===== src/rtl/zx_wr_arb.sv =====
`timescale 1ns/1ps
`default_nettype none
// ============================================================================
// Module   : zx_wr_arb
// Purpose  : Round-robin arbiter for two byte requesters, timed cs/wr write cycle
// Revision : 1.0 - initial release
// ============================================================================
module zx_wr_arb #(
  parameter int DW      = 8,
  parameter int T_SETUP = 1,
  parameter int T_WR    = 2,
  parameter int T_HOLD  = 1
) (
  input  logic          clk,
  input  logic          rst_n,
  input  logic          req0,
  input  logic [DW-1:0] din0,
  output logic          ack0,
  input  logic          req1,
  input  logic [DW-1:0] din1,
  output logic          ack1,
  output logic          cs,
  output logic          wr,
  output logic [DW-1:0] dout,
  output logic          busy
);

  generate
    if (T_SETUP < 1 || T_SETUP > 255 || T_WR < 1 || T_WR > 255 ||
        T_HOLD < 1 || T_HOLD > 255) begin : g_bad_param
      $error("zx_wr_arb: T_SETUP, T_WR and T_HOLD must be in 1..255");
    end
  endgenerate

  localparam logic [7:0] C_SETUP_LAST = 8'(T_SETUP - 1);
  localparam logic [7:0] C_WR_LAST    = 8'(T_WR - 1);
  localparam logic [7:0] C_HOLD_LAST  = 8'(T_HOLD - 1);

  typedef enum logic [1:0] {
    IDLE   = 2'd0,
    SETUP  = 2'd1,
    STROBE = 2'd2,
    HOLD   = 2'd3
  } state_t;

  state_t        r_state, w_state_nxt;
  logic [7:0]    r_cnt, w_cnt_nxt;
  logic          r_last, w_last_nxt;
  logic [DW-1:0] w_dout_nxt;

  always_comb begin
    w_state_nxt = r_state;
    w_cnt_nxt   = r_cnt + 8'd1;
    w_last_nxt  = r_last;
    w_dout_nxt  = dout;
    case (r_state)
      IDLE: begin
        w_cnt_nxt = 8'd0;
        // r_last names the previous winner; on contention the other side wins
        if (req0 && (!req1 || r_last)) begin
          w_state_nxt = SETUP;
          w_last_nxt  = 1'b0;
          w_dout_nxt  = din0;
        end else if (req1) begin
          w_state_nxt = SETUP;
          w_last_nxt  = 1'b1;
          w_dout_nxt  = din1;
        end
      end
      SETUP: begin
        if (r_cnt == C_SETUP_LAST) begin
          w_state_nxt = STROBE;
          w_cnt_nxt   = 8'd0;
        end
      end
      STROBE: begin
        if (r_cnt == C_WR_LAST) begin
          w_state_nxt = HOLD;
          w_cnt_nxt   = 8'd0;
        end
      end
      HOLD: begin
        if (r_cnt == C_HOLD_LAST) begin
          w_state_nxt = IDLE;
          w_cnt_nxt   = 8'd0;
        end
      end
      default: begin
        w_state_nxt = IDLE;
        w_cnt_nxt   = 8'd0;
      end
    endcase
  end

  // Outputs are registered from the next-state decode so they align with r_state
  always_ff @(posedge clk or negedge rst_n) begin
    if (!rst_n) begin
      r_state <= IDLE;
      r_cnt   <= 8'd0;
      r_last  <= 1'b1;
      dout    <= '0;
      cs      <= 1'b1;
      wr      <= 1'b1;
      busy    <= 1'b0;
      ack0    <= 1'b0;
      ack1    <= 1'b0;
    end else begin
      r_state <= w_state_nxt;
      r_cnt   <= w_cnt_nxt;
      r_last  <= w_last_nxt;
      dout    <= w_dout_nxt;
      cs      <= (w_state_nxt == IDLE);
      wr      <= (w_state_nxt != STROBE);
      busy    <= (w_state_nxt != IDLE);
      ack0    <= (w_state_nxt == HOLD) && (w_cnt_nxt == C_HOLD_LAST) && !w_last_nxt;
      ack1    <= (w_state_nxt == HOLD) && (w_cnt_nxt == C_HOLD_LAST) &&  w_last_nxt;
    end
  end

endmodule
`default_nettype wire


===== config.mk =====
export PLATFORM = sky130hd
export DESIGN_NAME = zx_wr_arb
export DESIGN_NICKNAME = d
export VERILOG_FILES = /design/src/rtl/zx_wr_arb.sv
export SDC_FILE = /design/constraint.sdc
export NUM_CORES = 1
export LEC_CHECK = 0
export ABC_CLOCK_PERIOD_IN_PS = 1700
export CAP_MARGIN = 10
export CORE_ASPECT_RATIO = 0.9
export CORE_MARGIN = 2
export CORE_UTILIZATION = 44
export CTS_BUF_LIST = sky130_fd_sc_hd__clkbuf_8
export DETAILED_ROUTE_END_ITERATION = 10
export PLACE_DENSITY = 0.8
export SYNTH_ARGS = -nofsm -noshare
export SYNTH_HDL_FRONTEND = slang
export SYNTH_SLANG_ARGS = --single-unit

===== constraint.sdc =====
create_clock -name clk -period 1.7 [get_ports clk]
set_input_delay 0.34 -clock clk [delete_from_list [all_inputs] [get_ports clk]]
set_output_delay 0.34 -clock clk [all_outputs]
set_load 0.005 [all_outputs]

==> results.py, run 1 <==
metrics = {
    "status": {
        "status": "completed",
    },
    "sta": {
        "worstMarginPinSlew_ns": 0.307,
        "setup_viol": 0,
        "fmax_ghz": 0.610,
        "post-route-min-period_ns": 1.64,
        "report.final.slew_viol_count": 0,
        "clock_skew_ns": 0.00140,
        "relSlewSlack_pct": 79.4,
        "grt_setup_unrepaired": "yes",
        "post-route-period-util_pct": 96.5,
        "fin_tns_setup_ns": 0,
        "hold_viol_final": 0,
    },
    "clock_tree": {
        "insertion_delay_ns": 0.26,
        "clkTransAtPathRegs_ns": 0.08,
        "clock_sinks": 24,
        "cts_buffers": 3,
        "hold_buffers": 0,
        "cts_htree_levels": 1,
        "clockBufferDepth": 2,
        "cts_tree": "done",
        "root_buffer": "clkbuf_8",
    },
    "grt": {
        "grt_pass1_wl_mm": 4.30,
        "grt_antenna_before_repair": 0,
        "grt_usage_pct": 18.9,
        "grt_overflow": 0,
        "grt_pass1_vias": 972,
        "grt_start_max_net_pins": 25,
    },
    "power_and_ir_drop": {
        "ir_drop_mv": 0.971,
        "leakagePower_nw": 0.737,
        "switchingPower_w": 0.000929,
        "seq_power_share_pct": 38.4,
        "combPwrFrac_pct": 48.7,
        "p_per_area_nw_per_um2": 1550,
        "internal_power_w": 0.00161,
        "swShare_pct": 36.7,
        "total_power_w": 0.00254,
        "power_frac_clock_pct": 12.9,
    },
    "die": {
        "fp.dieH_um": 52.4,
        "fp.dieW_um": 57.7,
        "start_util_pct": 46.3,
        "num_rows": 17,
        "boundaryPins": 33,
        "die_area_um2": 3020,
        "core_um2": 2470,
    },
    "finish": {
        "layout-area-overhead-vs-synth_pct": 42.9,
        "antenna_cells": 0,
        "drive_gt1_share_pct": 17.0,
        "utilization_pct": 66.2,
        "nets": 177,
        "final_cells": 181,
    },
    "logic_synthesis": {
        "synth_top_family_by_area": "simple AND/OR/NAND/NOR gates",
        "yosysMostFrequentCell": "dfrtp_1",
        "synth_xor_area_share_pct": 5.36,
        "synth_area_um2": 1140,
        "synth_area_leaders": "dfrtp_1 46%, mux2i_1 7.0%, dfstp_2 6.9%",
        "postSynthAreaPerCell_um2": 10.4,
        "synth_top_cell_area_share_pct": 46.0,
        "syn_inst": 110,
        "synth-seq-area-share_pct": 52.8,
        "synth_edf_count": 0,
        "synth_cell_types": 27,
        "yosys.area_share.simple_pct": 17.6,
        "synth-main-ff-cell": "dfrtp_1",
        "synth.area.mux_share_pct": 7.00,
        "synth_nets": 133,
        "async_reset_ff_share_pct": 100,
        "synth_fa_ha_area_share_pct": 3.28,
        "synth-compound-area-share_pct": 11.3,
        "ys_warn_count": 0,
        "yosys.area.top_type": "dfrtp_1",
        "ys_ff_latch": 24,
        "synth.top_cells.by_count": "21 x dfrtp_1, 14 x nand2_1, 13 x nor2_1",
    },
    "worst_setup_path": {
        "critPathBufInv": 0,
        "required_ns": 1.87,
        "critPathKind": "reg -> reg",
        "critPathMaxFanout": 4,
        "cpLargestDelayFamily": "simple AND/OR/NAND/NOR gates",
        "endpoint_kind": "register",
        "cpPeakStageDelay_ns": 0.51,
        "crit_slowest_cell": "or4b_1",
        "arrival_ns": 1.81,
        "setup.worst_path.start_class": "register",
        "cp_cell_sequence": "ha_2 -> or4b_1 -> o311a_2 -> nor4_2",
    },
    "routing": {
        "via_count": 989,
        "postRouteAntennaNets": 0,
        "initialDrtViolationCount": 27,
        "avgViaCountPerCell": 5.46,
        "wl_per_cell_um": 14.4,
        "wl_mm": 2.61,
        "drc": 0,
        "dr.pass1.iters": 4,
    },
    "placed_design": {
        "dp_hpwl_mm": 1.94,
        "dp_cells": 176,
        "gp_congestion": 0.815,
        "port-buffer-count": 32,
    },
    "min_path": {
        "hold_path_class": "in -> async",
    },
    "run": {
        "max_cap_violations": 0,
    },
}
==> what timing repair did <==
action,4_1_cts,5_1_grt
hold endpoints to repair,0,0
pin swaps,1,1
buffers inserted,0,1
resized for setup,3,4
endpoints found under the setup margin,2,2
==> power by group through the flow <==
stage	Clock, W	Sequential, W	Combinational, W
global route	0.000356	0.00101	0.00138
global placement	0	0.000955	0.00115
detailed placement	0	0.000978	0.00117
CTS	0.000341	0.000966	0.00119
floorplan	0	0.000973	0.000615
finish	0.000327	0.000973	0.00124
==> worst reg2reg max path, cell delays in order (launching register included) <==
cell	delay, ns
dfrtp_1	0.41
ha_2	0.21
or4b_1	0.51
o311a_2	0.16
nor4_2	0.25
==> per-layer routing <==
layer / wire, um / vias up / GRT usage (%)
li1: - / 461 / -
met1: 1090 / 473 / 23.3
met2: 1270 / 47 / 32.8
met3: 195 / 8 / 2.96
met4: 52 / 0 / 8.53
met5: 0 / - / 0
==> logic make-up after synthesis <==
group	after synthesis
xor gates and xnor gates	7
AOI/OAI and AO/OA	19
adders and majority gates	3
buffers and inverters	8
DFF	24
muxes	8
and+or+nand+nor	41
==> flip-flops by register name, indices dropped and copies added (netlist names) <==
| signal | cells |
|---|---|
| r_state | 2 |
| busy | 1 |
| ack0 | 1 |
| r_last | 1 |
| cs | 1 |
| wr | 1 |
| ack1 | 1 |
| r_cnt | 8 |
| dout | 8 |
==> final cells by class <==
class                           count  area (um2)
Clock buffer                        3        41.3
Fill cell                         211         833
Timing Repair Buffer               40         380
Clock inverter                      1        3.75
Inverter                            7        26.3
Tap cell                           28        35.0
Sequential cell                    24         606
Multi-Input combinational cell     78         542
==> placed cells by master (no fill, tap or decap), drive strengths merged <==
| cell | count |
|---|---|
| nand3 | 4 |
| o311a | 1 |
| nand2b | 1 |
| or4b | 1 |
| buf | 8 |
| clkbuf | 3 |
| ha | 3 |
| xnor2 | 6 |
| and3 | 3 |
| mux2i | 8 |
| nor3 | 1 |
| dfrtp | 21 |
| o21ai | 11 |
| a31oi | 2 |
| nand2 | 14 |
| xor2 | 1 |
| a21oi | 2 |
| clkdlybuf4s50 | 32 |
| dfstp | 3 |
| o211ai | 1 |
| nor2 | 13 |
| a41oi | 2 |
| nand4 | 1 |
| nor4 | 3 |
| inv | 8 |
==> metrics by stage <==
stage               setup slack, ns  hold slack [ns]  instance area, um2
floorplan                    0.0728           0.0444                1140
global placement            -0.0134            0.461                1550
detailed placement          -0.0647            0.470                1550
CTS                          0.0329            0.445                1610
global route               -0.00528            0.461                1630
finish                       0.0599            0.445                1630
==> path summary, 6_finish.rpt <==
path,slack [ns],endpoint,depth (start not counted),from
setup / recovery,0.06,ack0,4,r_cnt[1]
setup reg to reg,0.06,ack0,4,r_cnt[1]
min in group clk,0.48,dout[1],2,dout[1]
hold / removal,0.45,dout[4],2,rst_n
max in group asynchronous,0.97,cs,2,rst_n
hold reg to reg,0.48,dout[1],2,dout[1]
No activity file was read; power rests on OpenSTA's default activity.
==> inputs of run 2 (changes only) <==
--- a/config.mk
+++ b/config.mk
@@ -13,6 +13,7 @@
 export CTS_BUF_LIST = sky130_fd_sc_hd__clkbuf_8
 export DETAILED_ROUTE_END_ITERATION = 10
 export PLACE_DENSITY = 0.8
+export SETUP_SLACK_MARGIN = 0.15
 export SYNTH_ARGS = -nofsm -noshare
 export SYNTH_HDL_FRONTEND = slang
 export SYNTH_SLANG_ARGS = --single-unit
==> run 2 against run 1 <==
Against the previous run:
- global-route usage grew 1.4 points
- cell count grew 2.8%
- worst setup slack gained 0.011 ns
- sequential share of layout area shrank 1.6 points
- maximum frequency grew 0.65%
- highest routed layer unchanged
==> results.py, run 2 (synthesis gave the netlist of run 1 again) <==
metrics = {
    "finish": {
        "nets": 182,
        "final_common_cell": "clkdlybuf4s50_1",
        "antenna_cells": 0,
        "utilization_pct": 69.7,
        "largest_registers": "dout x8, r_cnt x8, r_state x2",
        "layout-area-overhead-vs-synth_pct": 50.4,
        "final_cell_mix": "30 x clkdlybuf4s50_1, 16 x dfrtp_1, 14 x nand2_1",
        "drive_gt1_share_pct": 24.7,
    },
    "routing": {
        "initialDrtViolationCount": 16,
        "met2WireLength_mm": 1.54,
        "wl_met1_mm": 1.15,
        "met3WireLength_um": 189,
        "drc": 0,
        "wl_per_cell_um": 15.6,
        "wl_mm": 2.90,
        "postRouteAntennaNets": 0,
        "avgViaCountPerCell": 5.38,
        "top_signal_layer_used": "met4",
        "via_count": 1000,
        "dr.pass1.iters": 4,
    },
    "clock_tree": {
        "root_buffer": "clkbuf_8",
        "insertion_delay_ns": 0.26,
        "cts_htree_levels": 1,
        "cts_tree": "done",
        "clockBufferDepth": 2,
        "clkTransAtPathRegs_ns": 0.08,
        "cts_buffers": 3,
        "clock_sinks": 24,
    },
    "worst_setup_path": {
        "reg2reg_depth": 4,
        "arrival_ns": 1.79,
        "crit_slowest_cell": "or4b_4",
        "critPathKind": "reg -> reg",
        "cp_cell_sequence": "ha_4 -> or4b_4 -> o311a_4 -> nor4_2",
        "timing.rr.start": "r_cnt[1]",
        "critPathMaxFanout": 4,
        "endpoint_kind": "register",
        "required_ns": 1.86,
        "setup.worst_path.start_class": "register",
        "rrSetupSlack_ns": 0.07,
        "r2r_end": "ack0",
        "critPathBufInv": 0,
        "cpLargestDelayFamily": "simple AND/OR/NAND/NOR gates",
        "cpPeakStageDelay_ns": 0.48,
    },
    "power_and_ir_drop": {
        "power_frac_clock_pct": 14.3,
        "swShare_pct": 37.3,
        "internal_power_w": 0.00171,
        "ir_drop_mv": 1.13,
        "combPwrFrac_pct": 49.8,
        "leakagePower_nw": 0.768,
        "p_per_area_nw_per_um2": 1580,
        "switchingPower_w": 0.00102,
        "seq_power_share_pct": 35.9,
    },
    "die": {
        "die_area_um2": 3020,
        "boundaryPins": 33,
        "core_um2": 2470,
        "fp.dieH_um": 52.4,
        "fp.dieW_um": 57.7,
        "num_rows": 17,
        "start_util_pct": 46.3,
    },
    "sta": {
        "clock_skew_ns": 0.00647,
        "post-route-min-period_ns": 1.63,
        "worstMarginPinSlew_ns": 0.303,
        "report.final.slew_viol_count": 0,
        "setup_viol": 0,
        "grt_setup_unrepaired": "yes",
        "fmax_ghz": 0.614,
        "post-route-period-util_pct": 95.8,
        "relSlewSlack_pct": 79.8,
        "fin_ws_ns": 0.0706,
        "hold_viol_final": 0,
    },
    "placed_design": {
        "preCtsSetupSlack_ns": -0.0155,
        "dp_hpwl_mm": 2.13,
        "gp_congestion": 0.837,
        "port-buffer-count": 32,
    },
    "grt": {
        "grt_pass1_vias": 1039,
        "grt_overflow": 0,
        "grt_pass1_wl_mm": 4.67,
        "grt_usage_pct": 20.3,
        "grt_start_max_net_pins": 25,
        "grt_antenna_before_repair": 0,
    },
    "status": {
        "status": "completed",
    },
    "run": {
        "max_cap_violations": 0,
    },
    "min_path": {
        "hold_path_class": "in -> async",
    },
}
## run 2: changes by cell type in the layout (fill, tap and decap cells not counted), moves of 2 or more
cell,before,now
dfrtp_2,1,5
dlygate4sd2_1,0,2
clkdlybuf4s50_1,32,30
dfrtp_1,20,16
buf_4,8,13
## run 2: layout make-up
cell class	instances	area [um2]
Clock buffer	4	55.1
Timing Repair Buffer	45	415
Fill cell	190	747
Inverter	7	26.3
Sequential cell	24	611
Multi-Input combinational cell	78	578
Tap cell	28	35.0
## run 2: routing by layer
metal / up-vias / global-route usage, %
li1: 476 / -
met1: 486 / 24.2
met2: 34 / 37.9
met3: 4 / 2.96
met4: 0 / 5.81
met5: - / 0
## run 2: worst max path at each step
stage,startpoint,endpoint,slack (ns),cells past startpoint
after floorplan,r_cnt[0],ack0,0.16,4
after global placement,req1,dout[3],0.09,6
after detailed placement,req1,dout[2],-0.02,6
after CTS,r_cnt[1],ack0,0.08,4
after global routing,r_cnt[1],ack0,-0.006,6
final,r_cnt[1],ack0,0.07,4
## run 2: stage by stage
stage | setup TNS (ns) | total power, W | area, um2 | std cells | hold WS, ns
after floorplan | 0 | 0.00160 | 1160 | 110 | 0.0444
after global placement | 0 | 0.00215 | 1580 | 179 | 0.463
after detailed placement | -0.0155 | 0.00223 | 1580 | 179 | 0.490
after CTS | 0 | 0.00269 | 1690 | 185 | 0.431
after global routing | -0.00594 | 0.00294 | 1720 | 186 | 0.444
final | 0 | 0.00273 | 1720 | 186 | 0.423
## run 2: power groups by stage
| stage | registers [W] | logic (W) | clock network [W] |
|---|---|---|---|
| final | 0.000977 | 0.00136 | 0.000391 |
| after global routing | 0.00101 | 0.00151 | 0.000415 |
| after CTS | 0.000958 | 0.00134 | 0.000395 |
| after detailed placement | 0.000955 | 0.00127 | 0 |
| after global placement | 0.000938 | 0.00121 | 0 |
| after floorplan | 0.000974 | 0.000622 | 0 |
## run 2: what timing repair did
| action | 4_1_cts | 5_1_grt |
|---|---|---|
| pin swaps | 1 | 2 |
| resized for setup | 8 | 8 |
| hold buffers | 0 | 0 |
| setup buffers | 2 | 1 |
| endpoints found under the setup margin | 5 | 15 |
==> inputs of run 3 (changes only) <==
--- a/config.mk
+++ b/config.mk
@@ -9,10 +9,11 @@
 export CAP_MARGIN = 10
 export CORE_ASPECT_RATIO = 0.9
 export CORE_MARGIN = 2
-export CORE_UTILIZATION = 44
+export CORE_UTILIZATION = 50
 export CTS_BUF_LIST = sky130_fd_sc_hd__clkbuf_8
 export DETAILED_ROUTE_END_ITERATION = 10
-export PLACE_DENSITY = 0.8
+export DONT_BUFFER_PORTS = 1
+export PLACE_DENSITY = 0.7
 export SETUP_SLACK_MARGIN = 0.15
 export SYNTH_ARGS = -nofsm -noshare
 export SYNTH_HDL_FRONTEND = slang
==> run 3 against run 2 <==
Against the previous run:
- via count is 8.7% lower
- sequential power about the same
- critical path depth unchanged
- core utilization increased by 2.7 points
- cell count is 15% lower
- sequential share of layout area rose by 3.4 points
- highest routed layer unchanged
==> results.py, run 3 (synthesis gave the netlist of run 1 again) <==
metrics = {
    "status": {
        "status": "completed",
    },
    "sta": {
        "post-route-min-period_ns": 1.65,
        "worstMarginPinSlew_ns": 1.08,
        "grt_setup_unrepaired": "yes",
        "clock_skew_ns": 0.0107,
        "report.final.slew_viol_count": 0,
        "setup_viol": 0,
        "relSlewSlack_pct": 28.2,
        "fmax_ghz": 0.606,
        "hold_ws_ns": 0.152,
        "post-route-period-util_pct": 97.1,
        "hold_viol_final": 0,
    },
    "die": {
        "die_area_um2": 2690,
        "start_util_pct": 52.9,
        "fp.dieW_um": 54.4,
        "num_rows": 16,
        "fp.dieH_um": 49.4,
        "core_um2": 2160,
        "boundaryPins": 33,
    },
    "power_and_ir_drop": {
        "leakagePower_nw": 0.692,
        "combPwrFrac_pct": 49.1,
        "ir_drop_mv": 1.23,
        "swShare_pct": 39.1,
        "power_frac_clock_pct": 17.1,
        "internal_power_w": 0.00180,
        "p_per_area_nw_per_um2": 1890,
        "seq_power_share_pct": 33.8,
        "switchingPower_w": 0.00116,
    },
    "worst_setup_path": {
        "cp_cell_sequence": "nand3_1 -> or4b_4 -> o311a_4 -> nor4_2",
        "critPathMaxFanout": 5,
        "crit_slowest_cell": "or4b_4",
        "reg2reg_depth": 4,
        "rrSetupSlack_ns": 0.05,
        "cpPeakStageDelay_ns": 0.54,
        "critPathKind": "reg -> reg",
        "required_ns": 1.88,
        "arrival_ns": 1.83,
        "setup.worst_path.start_class": "register",
        "endpoint_kind": "register",
    },
    "clock_tree": {
        "insertion_delay_ns": 0.28,
        "cts_tree": "done",
        "cts_htree_levels": 1,
        "clkTransAtPathRegs_ns": 0.09,
        "clockBufferDepth": 2,
        "clock_sinks": 24,
        "root_buffer": "clkbuf_8",
        "cts_buffers": 3,
    },
    "routing": {
        "postRouteAntennaNets": 0,
        "wl_mm": 2.89,
        "avgViaCountPerCell": 5.78,
        "drc": 0,
        "initialDrtViolationCount": 10,
        "dr.pass1.iters": 4,
        "via_count": 913,
        "wl_per_cell_um": 18.3,
    },
    "placed_design": {
        "gp_congestion": 0.760,
        "dp_hpwl_mm": 1.67,
        "port-buffer-count": 0,
    },
    "grt": {
        "grt_usage_pct": 19.5,
        "grt_pass1_vias": 870,
        "grt_pass1_wl_mm": 3.71,
        "grt_start_max_net_pins": 25,
        "grt_antenna_before_repair": 0,
        "grt_overflow": 0,
    },
    "finish": {
        "final_common_cell": "dfrtp_1",
        "utilization_pct": 72.4,
        "antenna_cells": 0,
        "largest_registers": "dout x8, r_cnt x8, r_state x2",
        "final_cell_mix": "17 x dfrtp_1, 15 x buf_4, 13 x nand2_1",
        "layout-area-overhead-vs-synth_pct": 36.9,
        "nets": 155,
        "drive_gt1_share_pct": 41.2,
    },
    "min_path": {
        "hold_path_depth": 1,
        "hold_path_class": "in -> reg",
    },
    "run": {
        "max_cap_violations": 0,
    },
}
-- run 3: cell types whose count changed in the layout (fill, tap and decap cells not counted), moves of 2 or more --
cell / previous run / this run
buf_4: 13 / 15
buf_6: 0 / 2
dlygate4sd2_1: 2 / 0
inv_2: 0 / 4
ha_1: 2 / 0
xnor2_2: 2 / 0
and3_4: 0 / 2
inv_1: 7 / 3
clkdlybuf4s50_1: 30 / 0
and3_1: 3 / 1
-- run 3: per-stage QoR --
step           worst slack (ns)  power [W]  area [um2]  cells  TNS, ns
3_5_place_dp             0.0516    0.00189        1220    140        0
6_report                 0.0499    0.00296        1570    158        0
2_1_floorplan             0.156    0.00160        1160    110        0
3_3_place_gp              0.120    0.00182        1220    140        0
5_1_grt                 -0.0481    0.00314        1570    158   -0.126
4_1_cts                  0.0902    0.00252        1370    148        0
-- run 3: repair_timing --
| item | 4_1_cts | 5_1_grt |
|---|---|---|
| setup endpoints to repair | 12 | 28 |
| gates resized for setup | 8 | 27 |
| hold buffers | 1 | 0 |
| setup buffers | 3 | 10 |
| pin swaps | 2 | 12 |
| endpoints found under the hold margin | 24 | 0 |
-- run 3: worst max-delay path, delay by kind of cell (launching register included) --
| family | cells | cell delay, ns |
|---|---|---|
| and+or+nand+nor | 3 | 0.98 |
| DFF | 1 | 0.44 |
| AOI/OAI and AO/OA | 1 | 0.15 |
-- run 3: power groups by stage --
stage / combinational [W] / sequential [W] / clock (W)
global placement: 0.000836 / 0.000987 / 0
floorplan: 0.000622 / 0.000974 / 0
global route: 0.00157 / 0.00103 / 0.000540
detailed placement: 0.000889 / 0.000998 / 0
CTS: 0.00103 / 0.000985 / 0.000509
finish: 0.00145 / 0.00100 / 0.000506
-- run 3: final timing paths --
| kind | startpoint | to |
|---|---|---|
| max | r_cnt[2] | ack0 |
| min | req0 | r_last |
| max reg2reg | r_cnt[2] | ack0 |
| min reg2reg | dout[5] | dout[5] |
| max in group asynchronous | rst_n | r_cnt[5] |
| min in group asynchronous | rst_n | dout[7] |
-- run 3: layer usage --
metal,vias to the layer above,track usage (%),part of all wire [%]
met5,-,0,0
met2,26,32.5,55
met4,0,6.25,1.8
li1,428,-,-
met3,6,8.59,5.6
met1,453,21.7,37
-- run 3: layout make-up --
cell class / instances / area [um2]
Clock buffer: 3 / 41.3
Inverter: 7 / 26.3
Timing Repair Buffer: 18 / 148
Tap cell: 27 / 33.8
Fill cell: 136 / 597
Multi-Input combinational cell: 78 / 677
Clock inverter: 1 / 30.0
Sequential cell: 24 / 609
